**src/rtl/sprite_rom_arbiter.sv**
```systemverilog
// ---------------------------------------------------------------------------
// sprite_rom_arbiter
//   Round-robin arbiter that shares one synchronous sprite/background ROM
//   between NUM_REQ pixel renderers. At most one grant is issued per cycle.
//   A tag pipeline runs alongside each ROM read, so the returned data comes
//   back to the requester that won, a fixed MEM_LATENCY+1 cycles after its
//   grant.
//
// Ports
//   i_clk        system clock
//   i_rst        asynchronous, active-high reset
//   i_req        per-requester read request (level)
//   i_req_addr   packed addresses, requester i at [i*ADDR_W +: ADDR_W]
//   o_gnt        one-hot grant pulse (registered)
//   o_mem_rd     ROM read strobe (registered)
//   o_mem_addr   ROM address (registered, holds when idle)
//   i_mem_rdata  ROM read data, valid MEM_LATENCY cycles after o_mem_rd
//   o_rsp_valid  one-hot response strobe (registered)
//   o_rsp_data   response data (holds when no response)
//   o_oob_err    sticky flag: an out-of-range address was granted
// ---------------------------------------------------------------------------
module sprite_rom_arbiter #(
   parameter int NUM_REQ     = 4,
   parameter int ADDR_W      = 18,
   parameter int DATA_W      = 8,
   parameter int MEM_DEPTH   = 150016,
   parameter int MEM_LATENCY = 2
) (
   input  logic                      i_clk,
   input  logic                      i_rst,
   input  logic [NUM_REQ-1:0]        i_req,
   input  logic [NUM_REQ*ADDR_W-1:0] i_req_addr,
   output logic [NUM_REQ-1:0]        o_gnt,
   output logic                      o_mem_rd,
   output logic [ADDR_W-1:0]         o_mem_addr,
   input  logic [DATA_W-1:0]         i_mem_rdata,
   output logic [NUM_REQ-1:0]        o_rsp_valid,
   output logic [DATA_W-1:0]         o_rsp_data,
   output logic                      o_oob_err
);

   localparam int PTR_W = $clog2(NUM_REQ);
   // One extra bit so a depth equal to 2**ADDR_W still compares correctly.
   localparam logic [ADDR_W:0] DEPTH_X = (ADDR_W+1)'(MEM_DEPTH);

   logic [PTR_W-1:0]   r_ptr;
   logic [NUM_REQ-1:0] r_gnt;
   logic               r_mem_rd;
   logic [ADDR_W-1:0]  r_mem_addr;
   logic               r_gnt_oob;
   logic               r_oob_err;
   logic [NUM_REQ-1:0] r_rsp_valid;
   logic [DATA_W-1:0]  r_rsp_data;

   // Tag stage j is visible MEM_LATENCY cycles... stage MEM_LATENCY-1 lines
   // up with the ROM data for the read issued MEM_LATENCY cycles earlier.
   logic [NUM_REQ-1:0] r_pipe_gnt [MEM_LATENCY];
   logic               r_pipe_oob [MEM_LATENCY];

   logic [NUM_REQ-1:0] w_mreq;
   logic               w_hi_found;
   logic [PTR_W-1:0]   w_hi_idx;
   logic               w_found;
   logic [PTR_W-1:0]   w_lo_idx;
   logic [PTR_W-1:0]   w_win;
   logic [ADDR_W-1:0]  w_win_addr;
   logic [NUM_REQ-1:0] w_gnt_nxt;
   logic               w_oob;
   logic [PTR_W-1:0]   w_ptr_nxt;

   // A requester being granted this cycle is masked so a held req is not
   // granted twice for the same read.
   assign w_mreq = i_req & ~r_gnt;

   // Round-robin pick: lowest set bit at or above the pointer, otherwise the
   // lowest set bit overall (the wrap-around part of the scan).
   always_comb begin
      w_hi_found = 1'b0;
      w_hi_idx   = '0;
      w_found    = 1'b0;
      w_lo_idx   = '0;
      for (int i = NUM_REQ-1; i >= 0; i--) begin
         if (w_mreq[i]) begin
            w_found  = 1'b1;
            w_lo_idx = PTR_W'(i);
            if (PTR_W'(i) >= r_ptr) begin
               w_hi_found = 1'b1;
               w_hi_idx   = PTR_W'(i);
            end
         end
      end
      w_win = w_hi_found ? w_hi_idx : w_lo_idx;

      w_win_addr = '0;
      w_gnt_nxt  = '0;
      for (int i = 0; i < NUM_REQ; i++) begin
         if (w_found && (w_win == PTR_W'(i))) begin
            w_win_addr   = i_req_addr[i*ADDR_W +: ADDR_W];
            w_gnt_nxt[i] = 1'b1;
         end
      end

      w_oob     = w_found && ({1'b0, w_win_addr} >= DEPTH_X);
      w_ptr_nxt = (w_win == PTR_W'(NUM_REQ-1)) ? '0 : w_win + PTR_W'(1);
   end

   always_ff @(posedge i_clk or posedge i_rst) begin
      if (i_rst) begin
         r_ptr      <= '0;
         r_gnt      <= '0;
         r_mem_rd   <= 1'b0;
         r_mem_addr <= '0;
         r_gnt_oob  <= 1'b0;
         r_oob_err  <= 1'b0;
      end else begin
         r_gnt     <= w_gnt_nxt;
         r_mem_rd  <= w_found;
         r_gnt_oob <= w_oob;
         if (w_found) begin
            r_ptr      <= w_ptr_nxt;
            r_mem_addr <= w_oob ? '0 : w_win_addr;
         end
         if (w_oob) begin
            r_oob_err <= 1'b1;
         end
      end
   end

   // Clearing the tags on reset is what discards reads already in flight.
   always_ff @(posedge i_clk or posedge i_rst) begin
      if (i_rst) begin
         for (int j = 0; j < MEM_LATENCY; j++) begin
            r_pipe_gnt[j] <= '0;
            r_pipe_oob[j] <= 1'b0;
         end
         r_rsp_valid <= '0;
         r_rsp_data  <= '0;
      end else begin
         r_pipe_gnt[0] <= r_gnt;
         r_pipe_oob[0] <= r_gnt_oob;
         for (int j = 1; j < MEM_LATENCY; j++) begin
            r_pipe_gnt[j] <= r_pipe_gnt[j-1];
            r_pipe_oob[j] <= r_pipe_oob[j-1];
         end
         r_rsp_valid <= r_pipe_gnt[MEM_LATENCY-1];
         if (|r_pipe_gnt[MEM_LATENCY-1]) begin
            // Out-of-range reads return palette index 0 (transparent).
            r_rsp_data <= r_pipe_oob[MEM_LATENCY-1] ? '0 : i_mem_rdata;
         end
      end
   end

   assign o_gnt       = r_gnt;
   assign o_mem_rd    = r_mem_rd;
   assign o_mem_addr  = r_mem_addr;
   assign o_rsp_valid = r_rsp_valid;
   assign o_rsp_data  = r_rsp_data;
   assign o_oob_err   = r_oob_err;

endmodule

```
**config.mk**
```make
export PLATFORM = sky130hd
export DESIGN_NAME = sprite_rom_arbiter
export DESIGN_NICKNAME = d
export VERILOG_FILES = /design/src/rtl/sprite_rom_arbiter.sv
export SDC_FILE = /design/constraint.sdc
export NUM_CORES = 1
export LEC_CHECK = 0
export CORE_MARGIN = 1.5
export CORE_UTILIZATION = 63
export DETAILED_ROUTE_END_ITERATION = 12
export DONT_BUFFER_PORTS = 1
export HOLD_SLACK_MARGIN = 0.12
export PLACE_DENSITY = 0.79
export SYNTH_ARGS = -nofsm -noshare
export SYNTH_HDL_FRONTEND = slang
export SYNTH_SLANG_ARGS = --single-unit
```
**constraint.sdc**
```tcl
create_clock -name i_clk -period 4 [get_ports i_clk]
set_input_delay 0.4 -clock i_clk [delete_from_list [all_inputs] [get_ports i_clk]]
set_output_delay 0.4 -clock i_clk [all_outputs]
set_load 0.02 [all_outputs]
```
==> results of run 1 <==
[power by group]
part           total [W]  internal (W)  switching (W)
clock network   0.000293      0.000123       0.000170
registers        0.00106      0.000723       0.000334
logic            0.00172      0.000717        0.00100
total            0.00307       0.00156        0.00151
[cells by family (layout without fill, tap and decap cells)]
family	after synthesis	count (layout)
fa+ha+maj	4	4
other cells	0	1
mux	3	3
compound gates	91	91
simple gates	92	92
buf+inv	25	20
flops	49	49
[stage by stage]
step	hold WS (ns)	utilization (%)
5_1_grt	0.2397	68.73
3_5_place_dp	0.3379	66.24
6_report	0.1889	68.73
3_3_place_gp	0.3325	66.24
2_1_floorplan	0.3312	-
4_1_cts	0.2276	68.51
[layer usage]
layer | track usage (%) | up-vias
li1 | - | 973
met1 | 33.66 | 1018
met2 | 45.83 | 106
met3 | 9.667 | 12
met4 | 10.46 | 0
met5 | 0 | -
[area by class of cell]
class / count / area (sq um) / share of cell area (%)
Clock inverter: 3 / 22.52 / 0.8134
Antenna cell: 1 / 2.502 / 0.09037
Multi-Input combinational cell: 190 / 1315 / 47.49
Inverter: 5 / 18.77 / 0.6778
Clock buffer: 5 / 68.82 / 2.485
Sequential cell: 49 / 1226 / 44.28
Timing Repair Buffer: 7 / 52.55 / 1.898
Tap cell: 50 / 62.56 / 2.259
[flip-flops by register name (all words and copies together) (netlist names)]
signal and cells:
o_mem_rd 1, r_pipe_gnt 8, o_mem_addr 18, r_ptr 2, o_rsp_valid 4, o_gnt 4
r_gnt_oob 1, r_pipe_oob 2, o_rsp_data 8, o_oob_err 1
[path summary, 6_finish.rpt]
kind,slack (ns),to,start,cells after the start
max,0.35,o_oob_err,o_gnt[1],10
min,0.19,r_pipe_gnt[6],i_rst,1
max reg2reg,0.35,o_oob_err,o_gnt[1],10
min reg2reg,0.36,r_pipe_gnt[0],r_pipe_gnt[4],0
max in group asynchronous,3.21,r_gnt_oob,i_rst,1
min in group i_clk,0.25,o_rsp_data[2],i_mem_rdata[2],2
[layout by cell type (no fill, tap or decap), types with 3 or more instances in the layout]
cell and n:
dfrtp_1 49, nand2_1 23, nand2b_1 20, nor2_1 16, o21ai_0 12, a21oi_1 9, a221o_1 9, nand3_1 9
a31o_2 9, a311o_1 9, o22ai_1 8, o31ai_1 7, buf_4 7, a221oi_1 6, a211oi_2 6, nor2b_1 5
nor3_1 5, clkbuf_8 5, and2_1 4, ha_1 4, inv_1 3, mux2i_1 3, clkinvlp_4 3
[worst reg2reg max path: cells and delay by family (launching register included)]
family	cells	cell delay, ns
AOI/OAI and AO/OA	6	2.00
adders and majority gates	1	0.28
buffers and inverters	1	0.16
DFF	1	0.48
and+or+nand+nor	2	0.63
[timing repair]
item,CTS,global route
endpoints found under the setup margin,0,18
buffers inserted,0,0
gates resized for setup,0,3
endpoints found under the hold margin,0,0
==> impl_metrics.env, run 1 <==
export IMPL_nets=348
export IMPL_synthTopCellsByArea="dfrtp_1 (46%), nand2b_1 (4.7%), a311o_1 (3.8%)"
export IMPL_synth_largest_area_cell="dfrtp_1"
export IMPL_synth_compound_area_share_pct=27.89
export IMPL_route_vias_total=2109
export IMPL_critPathKind="reg2reg"
export IMPL_place_congestion=0.8124
export IMPL_worst_hold_path_type="in2async"
export IMPL_grt_max_degree=50
export IMPL_worstMarginPinSlew_ns=1.033
export IMPL_fin_skew_ns=0.007658
export IMPL_start_util_pct=65.59
export IMPL_cts_hold_buffers_added=0
export IMPL_slew_violations=0
export IMPL_dp_cells=301
export IMPL_n_fill_cell=341
export IMPL_period_share_pct=91.23
export IMPL_antenna_found_initial=1
export IMPL_wl_mm=6.236
export IMPL_clockBufferDepth=2
export IMPL_synth_common_cells="dfrtp_1 (49), nand2_1 (23), nand2b_1 (20), nor2_1 (17), clkbuf_1 (13)"
export IMPL_worstPathCellList="nor2b_2, a21oi_1, a211oi_1, inv_1, ha_1, or2_1, a221oi_1, o22ai_1, a311o_2, o31a_1"
export IMPL_leakage_nw=1.148
export IMPL_slew_headroom_pct=30.59
export IMPL_ant_nets=0
export IMPL_syn_cell_area_sq_um=2643
export IMPL_cp_data_arrival_time_ns=3.85
export IMPL_critPathMaxStageDelay_ns=0.59
export IMPL_grt_pass1_wl_mm=9.273
export IMPL_synth_xor_area_share_pct=0
export IMPL_syn_inst=264
export IMPL_fmax_ghz=0.2740
export IMPL_hpwl_mm=4.475
export IMPL_hold_viol_final=0
export IMPL_synth_area_per_cell_sq_um=10.01
export IMPL_critical_path_slowest_cell="a311o_2"
export IMPL_clock_latency_ns=0.31
export IMPL_p_per_area_nw_per_um2=1108
export IMPL_status="finished, final reports clean"
export IMPL_endpoint_kind="flip-flop"
export IMPL_met1Wirelength_mm=2.535
export IMPL_numPortBuffers=0
export IMPL_grtUsageTotal_pct=27.89
export IMPL_die_area_sq_um=4592
export IMPL_syn_nets=354
export IMPL_yosysTopAreaCellShare_pct=46.40
export IMPL_synth_edf_count=0
export IMPL_cts_root_buf="clkbuf_8"
export IMPL_highest_layer="met4"
export IMPL_place_ws_ns=0.1327
export IMPL_clk_pin_slew_ns=0.09
export IMPL_p_total_w=0.003069
export IMPL_ys_flop_type="dfrtp_1"
export IMPL_start_kind="flip-flop"
export IMPL_final_cell_area_sq_um=2769
export IMPL_cts_sinks=49
export IMPL_viasPerCell=6.803
export IMPL_path_buf_inv=1
export IMPL_synthArstFlopShare_pct=100.0
export IMPL_drc=0
export IMPL_wl_per_cell_um=20.12
export IMPL_drt_pre_antenna_iters=4
export IMPL_cp_max_fo=18
export IMPL_yosysUniqueCellTypes=44
export IMPL_die_h_um=67.77
export IMPL_std_cell_rows=23
export IMPL_grt_pass1_vias=1955
export IMPL_setup_viol=0
export IMPL_htree_num_levels=2
export IMPL_ir_worst_vdd_uv=926.4
export IMPL_synth_adder_area_share_pct=1.894
export IMPL_post_dp_cell_area_sq_um=2669
export IMPL_core_area_sq_um=4029
export IMPL_drt_initial_drc_count=127
export IMPL_synthMuxAreaShare_pct=1.136
export IMPL_drive_above_1_share_pct=16.60
export IMPL_synth_top_family_by_area="compound AO/OA/AOI/OAI gates"
export IMPL_synth_seq_area_share_pct=46.40
export IMPL_dr_wl_met2_mm=3.035
export IMPL_min_period_ns=3.649
export IMPL_synth_simple_area_share_pct=18.18
export IMPL_area_delta_synth_final_pct=4.782
export IMPL_rsz0062_at_grt="no"
export IMPL_setup_tns_final_ns=0
export IMPL_synth_seq_cells=49
export IMPL_synth_most_common_cell="dfrtp_1"
export IMPL_layout_cells_non_filler=310
export IMPL_worst_slack_ns=0.3510
export IMPL_grt_overflow=0
export IMPL_cp_required_ns=4.20
export IMPL_tritoncts="done"
export IMPL_met3_length_um=554
export IMPL_ios=122
export IMPL_ys_warnings_count=0
export IMPL_numCtsBuffers=5
export IMPL_path_delay_family="compound AO/OA/AOI/OAI gates"
export IMPL_drv_cap=0
export IMPL_fp_dieW_um=67.77
(Power assumes the default switching activity.)
==> run 2, diff against run 1 <==
==> constraint.sdc (replaced) <==
create_clock -name i_clk -period 4 [get_ports i_clk]
set_input_delay 0.4 -clock i_clk [delete_from_list [all_inputs] [get_ports i_clk]]
set_output_delay 0.4 -clock i_clk [all_outputs]
set_load 0.05 [all_outputs]
==> run 2 against run 1 <==
Fmax decreased by 0.82%. Sequential cell count is the same. Worst setup slack lost 0.030 ns. Global-route usage down 0.90 points. First-iteration DRC count is 14% higher. Critical path type unchanged. Register-to-register slack worse by 0.03 ns. Wire length fell by 1.3%. Sequential share of layout area fell by 0.77 points. Die area stayed put. Utilization grew 1.2 points. Cell area up 1.8%. Hold slack gained 0.0091 ns.
==> impl_metrics.env, run 2 (synthesis results as in run 1) <==
export IMPL_min_period_ns=3.679
export IMPL_start_util_pct=65.59
export IMPL_grtUsageTotal_pct=26.98
export IMPL_drc=0
export IMPL_cp_required_ns=4.14
export IMPL_area_delta_synth_final_pct=6.629
export IMPL_std_cell_rows=23
export IMPL_hold_viol_final=0
export IMPL_drt_pre_antenna_iters=4
export IMPL_rsz0062_at_grt="no"
export IMPL_period_share_pct=91.98
export IMPL_grt_max_degree=50
export IMPL_nets=352
export IMPL_worst_hold_path_type="in2async"
export IMPL_final_common_cell="dfrtp_1"
export IMPL_start_kind="flip-flop"
export IMPL_n_fill_cell=330
export IMPL_cp_max_fo=21
export IMPL_mostFrequentLayoutCells="dfrtp_1 (49), nand2_1 (23), nand2b_1 (20)"
export IMPL_drv_cap=0
export IMPL_ios=122
export IMPL_hpwl_mm=4.486
export IMPL_tritoncts="done"
export IMPL_fin_hold_ws_ns=0.1980
export IMPL_setup_tns_final_ns=0
export IMPL_cts_sinks=49
export IMPL_endpoint_kind="flip-flop"
export IMPL_cp_data_arrival_time_ns=3.82
export IMPL_fp_dieW_um=67.77
export IMPL_critPathKind="reg2reg"
export IMPL_core_area_sq_um=4029
export IMPL_route_vias_total=2102
export IMPL_wl_mm=6.153
export IMPL_grt_overflow=0
export IMPL_setup_viol=0
export IMPL_clockBufferDepth=2
export IMPL_numPortBuffers=0
export IMPL_grt_pass1_vias=1919
export IMPL_slew_violations=0
export IMPL_grt_pass1_wl_mm=9.059
export IMPL_drive_above_1_share_pct=17.11
export IMPL_fin_skew_ns=0.005906
export IMPL_wl_per_cell_um=19.60
export IMPL_status="finished, final reports clean"
export IMPL_slew_headroom_pct=27.81
export IMPL_htree_num_levels=2
export IMPL_antenna_found_initial=1
export IMPL_clk_pin_slew_ns=0.09
export IMPL_clock_latency_ns=0.30
export IMPL_cts_root_buf="clkbuf_8"
export IMPL_place_congestion=0.8794
export IMPL_ant_nets=0
export IMPL_die_area_sq_um=4592
export IMPL_die_h_um=67.77
export IMPL_worstMarginPinSlew_ns=1.074
export IMPL_largest_register_ffs=18
export IMPL_numCtsBuffers=5
export IMPL_fmax_ghz=0.2718
export IMPL_viasPerCell=6.694
export IMPL_drt_initial_drc_count=145
run 2: changes by cell type in the layout (fill, tap and decap cells not counted), sizes merged:
| cell | previous run | this run |
|---|---|---|
| buf | 7 | 11 |
| clkinvlp | 3 | 1 |
| bufinv | 0 | 1 |
| clkinv | 0 | 1 |
run 2: layer usage:
metal  global-route usage, %  vias to the layer above  routed length, um
met4                   6.888                        0                 69
met2                   45.71                      113               3000
li1                        -                      993                  -
met1                   33.95                      989               2576
met3                   7.500                        7                507
met5                       0                        -                  0
run 2: repair_timing:
item / in CTS / in global routing
buffers inserted: 0 / 0
resized for setup: 0 / 1
hold buffers: 0 / 0
endpoints found under the setup margin: 0 / 18
run 2: worst paths after layout:
path                                       to  cells past startpoint  slack, ns      startpoint
worst max-delay path            o_mem_addr[2]                     11       0.32        o_gnt[1]
worst min-delay path            r_pipe_gnt[2]                      1       0.20           i_rst
worst max register to register  o_mem_addr[2]                     11       0.32        o_gnt[1]
worst min register to register  r_pipe_gnt[2]                      0       0.35   r_pipe_gnt[6]
max in group asynchronous       o_rsp_data[3]                      1       3.21           i_rst
min in group i_clk              o_rsp_data[7]                      2       0.25  i_mem_rdata[7]
run 2: through the flow:
stage / utilization (%) / cells / setup WS [ns] / cell area (sq um)
6_report: 69.94 / 314 / 0.3209 / 2818
3_5_place_dp: 66.99 / 305 / 0.2531 / 2699
5_1_grt: 69.94 / 314 / 0.02346 / 2818
3_3_place_gp: 66.99 / 305 / 0.3372 / 2699
4_1_cts: 69.84 / 313 / 0.2650 / 2814
2_1_floorplan: - / 264 / 0.5582 / 2643
run 2: critical path: stages, from the launching register on:
cell and delay, ns:
dfrtp_1 0.38, nor2b_1 0.37, a21oi_1 0.12, a211oi_1 0.46, inv_1 0.13, ha_1 0.23
buf_4 0.20, nand2b_1 0.31, o22ai_1 0.15, o22a_1 0.26, nor2_1 0.71, o31ai_1 0.18
run 2: final cells by class:
class | instances | area, sq um | share of cell area [%]
Multi-Input combinational cell | 190 | 1310 | 46.49
Tap cell | 50 | 62.56 | 2.220
Clock inverter | 3 | 46.29 | 1.643
Timing Repair Buffer | 11 | 82.58 | 2.931
Antenna cell | 1 | 2.502 | 0.08881
Clock buffer | 5 | 68.82 | 2.442
Inverter | 5 | 18.77 | 0.6661
Sequential cell | 49 | 1226 | 43.52
Power of run 2 is not shown: default switching activity piles up to over one toggle a cycle in this logic, so the estimate is an artifact.
